### src/rtl/pc_fetch_ctrl_pkg.sv
// Shared widths, PC step and fetch FSM encoding for the PC/fetch-control stage.
// Latency: n/a (definitions only).
// Backpressure: n/a.
package pc_fetch_ctrl_pkg;

    localparam int ADDR_W_DEF = 32;
    localparam int OFF_W_DEF  = 13;
    localparam int PC_INC     = 4;

    typedef enum logic [1:0] {
        IDLE     = 2'd0,
        REQ      = 2'd1,
        REDIRECT = 2'd2
    } fetch_state_t;

endpackage

### src/rtl/pc_target_calc.sv
// PC-relative branch target: pc_out + 4 + sext(offset), word-aligned, with misalignment flag.
// Latency: combinational.
// Backpressure: none.
module pc_target_calc
    import pc_fetch_ctrl_pkg::*;
#(
    parameter int ADDR_W = ADDR_W_DEF,
    parameter int OFF_W  = OFF_W_DEF
) (
    input  logic [OFF_W-1:0]  offset_in,
    input  logic [ADDR_W-1:0] pc_out,
    output logic [ADDR_W-1:0] target,
    output logic              misaligned
);

    localparam logic [ADDR_W-1:0] PC_STEP = ADDR_W'(PC_INC);

    logic [ADDR_W-1:0] offset_sext;
    logic [ADDR_W-1:0] raw_target;

    assign offset_sext = {{(ADDR_W-OFF_W){offset_in[OFF_W-1]}}, offset_in};
    assign raw_target  = pc_out + PC_STEP + offset_sext;
    assign misaligned  = |raw_target[1:0];
    assign target      = {raw_target[ADDR_W-1:2], 2'b00};

endmodule

### src/rtl/pc_fetch_ctrl.sv
// PC holder and fetch controller: req/ready fetches, branch redirect with squash of in-flight fetch.
// Latency: valid_out/pc_out registered at the completing edge; redirect costs one bubble cycle.
// Backpressure: imem_req/imem_addr held until imem_ready; stall only blocks new launches.
module pc_fetch_ctrl
    import pc_fetch_ctrl_pkg::*;
#(
    parameter int                ADDR_W   = ADDR_W_DEF,
    parameter int                OFF_W    = OFF_W_DEF,
    parameter logic [ADDR_W-1:0] RESET_PC = '0
) (
    input  logic              clk,
    input  logic              reset_n,
    input  logic [OFF_W-1:0]  offset_in,
    input  logic              branch_req,
    input  logic              stall,
    input  logic              imem_ready,
    output logic              imem_req,
    output logic [ADDR_W-1:0] imem_addr,
    output logic [ADDR_W-1:0] pc_out,
    output logic              valid_out,
    output logic              branch_busy,
    output logic              align_err
);

    localparam logic [ADDR_W-1:0] PC_STEP = ADDR_W'(PC_INC);

    fetch_state_t      state_q, state_d;
    logic [ADDR_W-1:0] pc_q, pc_d;
    logic [ADDR_W-1:0] addr_q, addr_d;
    logic [ADDR_W-1:0] pc_out_q, pc_out_d;
    logic [ADDR_W-1:0] target_q, target_d;
    logic              valid_q, valid_d;
    logic              busy_q, busy_d;
    logic              align_q, align_d;
    logic              squash_q, squash_d;

    logic [ADDR_W-1:0] calc_target;
    logic              calc_misaligned;

    pc_target_calc #(
        .ADDR_W (ADDR_W),
        .OFF_W  (OFF_W)
    ) u_target_calc (
        .offset_in  (offset_in),
        .pc_out     (pc_out_q),
        .target     (calc_target),
        .misaligned (calc_misaligned)
    );

    always_ff @(posedge clk or negedge reset_n) begin
        if (!reset_n) begin
            state_q  <= IDLE;
            pc_q     <= RESET_PC;
            addr_q   <= RESET_PC;
            pc_out_q <= RESET_PC;
            target_q <= RESET_PC;
            valid_q  <= 1'b0;
            busy_q   <= 1'b0;
            align_q  <= 1'b0;
            squash_q <= 1'b0;
        end else begin
            state_q  <= state_d;
            pc_q     <= pc_d;
            addr_q   <= addr_d;
            pc_out_q <= pc_out_d;
            target_q <= target_d;
            valid_q  <= valid_d;
            busy_q   <= busy_d;
            align_q  <= align_d;
            squash_q <= squash_d;
        end
    end

    always_comb begin
        state_d  = state_q;
        pc_d     = pc_q;
        addr_d   = addr_q;
        pc_out_d = pc_out_q;
        valid_d  = 1'b0;
        busy_d   = busy_q;
        squash_d = squash_q;
        // Every branch_req latches a fresh target, so a later request overrides a pending one.
        target_d = branch_req ? calc_target : target_q;
        align_d  = branch_req & calc_misaligned;
        if (branch_req) begin
            busy_d = 1'b1;
        end

        unique case (state_q)
            IDLE: begin
                if (branch_req) begin
                    state_d = REDIRECT;
                end else if (!stall) begin
                    state_d = REQ;
                    addr_d  = pc_q;
                end
            end
            REQ: begin
                if (imem_ready) begin
                    if (squash_q || branch_req) begin
                        state_d = REDIRECT;
                    end else begin
                        valid_d  = 1'b1;
                        pc_out_d = addr_q;
                        pc_d     = addr_q + PC_STEP;
                        addr_d   = addr_q + PC_STEP;
                        if (stall) begin
                            state_d = IDLE;
                        end
                    end
                end else if (branch_req) begin
                    squash_d = 1'b1;
                end
            end
            REDIRECT: begin
                if (!branch_req) begin
                    pc_d     = target_q;
                    addr_d   = target_q;
                    busy_d   = 1'b0;
                    squash_d = 1'b0;
                    state_d  = stall ? IDLE : REQ;
                end
            end
            default: begin
                state_d = IDLE;
            end
        endcase
    end

    assign imem_req    = (state_q == REQ);
    assign imem_addr   = addr_q;
    assign pc_out      = pc_out_q;
    assign valid_out   = valid_q;
    assign branch_busy = busy_q;
    assign align_err   = align_q;

endmodule

### config.mk
export PLATFORM = sky130hd
export DESIGN_NAME = pc_fetch_ctrl
export DESIGN_NICKNAME = d
export VERILOG_FILES = /design/src/rtl/pc_fetch_ctrl_pkg.sv /design/src/rtl/pc_target_calc.sv /design/src/rtl/pc_fetch_ctrl.sv
export SDC_FILE = /design/constraint.sdc
export NUM_CORES = 1
export LEC_CHECK = 0
export CORE_ASPECT_RATIO = 1.5
export CORE_UTILIZATION = 30
export DETAILED_ROUTE_END_ITERATION = 12
export PLACE_DENSITY_LB_ADDON = 0.1
export SETUP_SLACK_MARGIN = 0.4
export SLEW_MARGIN = 20
export SYNTH_ARGS = -nofsm -noshare
export SYNTH_HDL_FRONTEND = slang
export SYNTH_HIERARCHICAL = 1
export SYNTH_SLANG_ARGS = --single-unit
### constraint.sdc
create_clock -name clk -period 3.9 [get_ports clk]
set_input_delay 0.585 -clock clk [delete_from_list [all_inputs] [get_ports clk]]
set_output_delay 0.585 -clock clk [all_outputs]
set_load 0.005 [all_outputs]
# == After elaboration in Yosys (flattened, before gate mapping) ==
# Cells that the tools add are included.
# op_classes
addsub,3
eq_ne,11
mux,25
bitwise_logic,2
reduce_logical,10
# op_table
cell,n
two-way mux 32 bit,5
case mux 32 bit (3 select lines),1
adder 32 x 3 -> 32 bit (second input constant),2
case mux 32 bit (2 select lines),1
adder 32 bit,1
!= test 2 bit (second input constant),7
two-way mux 2 bit,6
AND reduction 4 bit,3
two-way mux 1 bit,10
case mux 2 bit (3 select lines),1
AND reduction 6 bit,1
!= test 3 x 2 -> 1 bit (second input constant),1
!= test 3 bit (second input constant),1
AND reduction 3 bit,1
nonzero test 3 bit,1
equality test 2 x 1 -> 1 bit (second input constant),1
equality test 2 bit (second input constant),1
zero test 2 bit,1
case mux 1 bit (2 select lines),1
nonzero test 2 bit,1
OR reduction 2 bit,1
AND 1 bit,1
logical OR 1 bit,1
inverter 1 bit,1
# totals
regBits,132
input_bits,18
output_inout_bits,68
elab_cells,60

# == Depth between registers and ports, before layout ==
# depth
ltp_word,4
depth_mapped,12

# == Hierarchy ==
# The synthesis kept the hierarchy.
# modules_own_cells
mod,n_inst,cells_each,area_each_um2,seq_area_each_um2
pc_fetch_ctrl,1,717,7066.8,3353.2
pc_target_calc,1,257,2047.0,0.0

# == Worst setup path after synthesis ==
# No wires, ideal clock.
# synth_path
kind,in2reg
from,in offset_in[1]
to,reg target_q[27]
setup_time_ps,125
arrival_time_ps,3059
required_time_ps,3775
path_slack_ps,716
stages,11
n_path_buf,0
cell_sequence,ha_1 ha_1 fa_1 a211oi_2 o211ai_2 a41oi_2 o21bai_2 a21boi_0 o21ai_0 xor2_1 mux2_2
# synth_between
elab_chain_len,1
# synth_lines
item,line_no,source
start: declaration,pc_fetch_ctrl.sv:13,"input logic [OFF_W-1:0] offset_in,"
adder 32 bit,pc_target_calc.sv:22,assign raw_target = pc_out + PC_STEP + offset_sext;
net calc_target[27],pc_fetch_ctrl.sv:37,logic [ADDR_W-1:0] calc_target;
end signal: assignment,pc_fetch_ctrl.sv:66,target_q <= target_d;
end: declaration,pc_fetch_ctrl.sv:31,"logic [ADDR_W-1:0] target_q, target_d;"
# The timed path passes the listed nets, and every way through them passes these cells.
# A chain may end at the register's enable or synchronous reset.

# == Worst setup path in the final report ==
# layout_path
from,in offset_in[1]
to,reg target_q[19]
# The elaborated chain is that of the path after synthesis.

==> impl_metrics.json <==
{
  "outcome": "finished, final reports clean",
  "slew_viol_final": 0,
  "yosys-mux-area-fraction_pct": 9.53,
  "drt-total-wl_um": 28000,
  "wl_per_cell_um": 19.4,
  "crit_chain": "clkdlybuf4s50_1, ha_1, ha_1, fa_1, a211oi_2, o211ai_2, a41oi_4, o21bai_2, a31o_2, a21oi_1, xnor2_1, mux2_2",
  "rows": 77,
  "die_y_um": 215,
  "cts-root-buf": "clkbuf_16",
  "seqPwrFrac_pct": 29.4,
  "grt_pass1_vias": 7606,
  "synth_area_sq_um": 9110,
  "timing.setup.tns_ns": 0,
  "p_sw_mw": 4.03,
  "ys_ff_latch": 134,
  "final.period_utilization_pct": 87.4,
  "yosysUniqueCellTypes": 76,
  "numPortBuffers": 85,
  "post-route-min-period_ns": 3.41,
  "cp_top_family": "compound AO/OA/AOI/OAI gates",
  "vias_per_cell": 5.22,
  "clkLatencyLatePin_ns": 0.44,
  "ant_nets": 0,
  "grt_pass1_wl_um": 44200,
  "powerDensity_nw_per_um2": 841,
  "synth_top_area_share_pct": 36.8,
  "postSynthCellCount": 974,
  "path_common_cell": "ha_1",
  "yosys_warnings": 6,
  "avgSynthCellArea_sq_um": 9.36,
  "worst_pin_slew_ns": 0.847,
  "path_buf_inv": 1,
  "htreeDepth": 4,
  "crit_slowest_cell": "fa_1",
  "cp_data_required_time_ns": 4.22,
  "grt_max_degree": 87,
  "synth_area_leaders": "dfrtp_1, ha_1, mux2_2",
  "cp-end-kind": "register",
  "drive_gt1_share_pct": 14.9,
  "arrival_ns": 3.73,
  "synth_edf_count": 0,
  "yosys.area_share.simple_pct": 16.0,
  "antenna_found_initial": 0,
  "synth-adder-area-share_pct": 9.28,
  "sw_frac_of_total_pct": 43.5,
  "slowest_delay_ns": 0.42,
  "critPathLaunchType": "input pin",
  "ys.flop_type": "dfrtp_1",
  "hold_path.class": "in -> async",
  "maxCapViolCount": 0,
  "whs_ns": 0.160,
  "synth.top_cells.by_count": "dfrtp_1, nand2_1, o21ai_0",
  "synth_compound_area_share_pct": 19.1,
  "r2r_cells": 11,
  "power_frac_clock_pct": 18.9,
  "antenna_cells": 0,
  "core_sq_um": 29700,
  "synthArstFlopShare_pct": 100,
  "dr_total_vias": 7534,
  "hold_buffers": 0,
  "grt_usage_pct": 19.1,
  "nets": 1120,
  "relSlewSlack_pct": 43.5,
  "max-clock-path-buffers": 2,
  "synth.largest_area_cell": "dfrtp_1",
  "numClockSinks": 134,
  "synth_xor_area_share_pct": 4.90,
  "crit_cells": 12,
  "peakVddDrop_uv": 355,
  "setup_viol_count_final": 0,
  "final_hold_viol_count": 0,
  "io_pins": 86,
  "cts_buffers": 17,
  "leakagePower_nw": 4.62,
  "clkTransAtPathRegs_ns": 0.06,
  "rsz0062_at_grt": "no",
  "p_comb_share_pct": 51.6,
  "dp_hpwl_um": 19700,
  "drtPass1Iterations": 5,
  "clock-skew-final_ns": 0.00798,
  "r2r_setup_slack_ns": 0.63,
  "synth.most_common_cell": "dfrtp_1",
  "initial_core_util_pct": 30.7,
  "timing.fmax_ghz": 0.293,
  "routabilityCongestion": 0.796,
  "critPathKind": "in -> reg",
  "cts_tree": "yes",
  "die_area_sq_um": 31100,
  "power.internal_mw": 5.24,
  "synth_top_family_by_area": "compound AO/OA/AOI/OAI gates",
  "first_iter_violations": 376,
  "grt_overflow": 0,
  "drc_errors": 0,
  "area_growth_pct": 20.9,
  "crit_fanout": 4,
  "ys_seq_area_share_pct": 36.8,
  "die_x_um": 144
}
-- power by group through the flow --
| stage | registers (mW) | clock network (mW) | logic (mW) |
|---|---|---|---|
| floorplan | 2.40 | 0 | 3.36 |
| global placement | 2.78 | 0 | 4.79 |
| detailed placement | 2.78 | 0 | 4.82 |
| CTS | 2.76 | 1.80 | 4.84 |
| global route | 2.83 | 1.86 | 5.36 |
| finish | 2.73 | 1.75 | 4.78 |
-- metal layers --
layer	up-vias	GRT usage [%]	wire, um
met2	126	33.0	14500
li1	3666	-	-
met5	-	0	0
met3	42	2.86	653
met1	3700	22.6	11700
met4	0	9.54	1110
-- cells in the final DEF (no fill, tap or decap), types with 4 or more instances in the layout --
cell type	netlist	routed
inv_1	30	30
mux2i_1	8	8
nor4_2	4	4
nor3_1	17	17
o31ai_1	13	13
o221ai_1	18	18
buf_4	5	21
o2bb2ai_1	8	8
nand3_1	27	27
clkbuf_16	0	17
mux2_2	70	70
a31oi_1	13	13
and2_1	5	5
nand2_1	108	108
and3_1	11	10
bufinv_16	0	4
a21o_1	9	9
o21a_1	7	7
ha_1	66	64
o211ai_1	10	10
a21oi_1	50	49
o21ai_1	6	6
nor2_1	53	53
xor2_1	16	16
and4_1	8	8
o21ai_0	81	81
clkinv_2	0	4
a21oi_2	3	4
nor2b_1	12	12
clkdlybuf4s50_1	0	83
dfrtp_1	134	134
xnor2_1	35	35
nand4_1	13	13
nand2b_1	9	9
-- worst paths after layout --
kind | startpoint | to
min in group clk | pc_q[1] | pc_q[1]
max reg2reg | pc_out[1] | target_q[19]
min reg2reg | pc_q[1] | pc_q[1]
max | offset_in[1] | target_q[19]
max in group asynchronous | reset_n | target_q[11]
min | reset_n | branch_busy
-- worst reg2reg max path: cells and delay by family (launching register included) --
kind	cells	cell delay [ns]
adders and majority gates	3	0.94
xor gates and xnor gates	1	0.08
muxes	1	0.26
DFF	1	0.42
AOI/OAI and AO/OA	6	1.46
-- through the flow --
step / worst slack [ns] / util (%) / cell area [sq um] / instances / total power, mW
after floorplan: 0.716 / - / 9120 / 975 / 5.76
after global placement: 0.00824 / 34.9 / 10400 / 1410 / 7.57
final: 0.492 / 37.1 / 11000 / 1443 / 9.26
after global routing: 0.408 / 37.1 / 11000 / 1443 / 10.0
after CTS: 0.436 / 37.0 / 11000 / 1442 / 9.40
after detailed placement: -0.0371 / 34.9 / 10400 / 1410 / 7.60
-- cells by family after synthesis --
group | count (synthesis)
simple gates | 287
xor+xnor | 51
mux | 78
fa+ha+maj | 67
compound gates | 260
other cells | 1
buf+inv | 96
flops | 134
-- final cells by class --
| type | count | area, sq um |
|---|---|---|
| multi-input cells | 745 | 5410 |
| well taps | 395 | 494 |
| fillers | 3115 | 18700 |
| clock inverters | 13 | 180 |
| flip-flops and latches | 134 | 3350 |
| inverters | 30 | 113 |
| repair buffers | 107 | 1020 |
| clock buffers | 19 | 443 |
-- registers in the layout, indices dropped and copies added (netlist names) --
signal       cells
imem_addr       32
pc_out          32
pc_q            32
target_q        32
state_q          2
align_err        1
branch_busy      1
squash_q         1
valid_out        1
-- repair_timing --
item	4_1_cts	5_1_grt
setup endpoints to repair	0	3
endpoints found under the hold margin	0	0
gates resized for setup	0	3
buffers inserted	0	1
No activity file was read; power rests on OpenSTA's default activity.
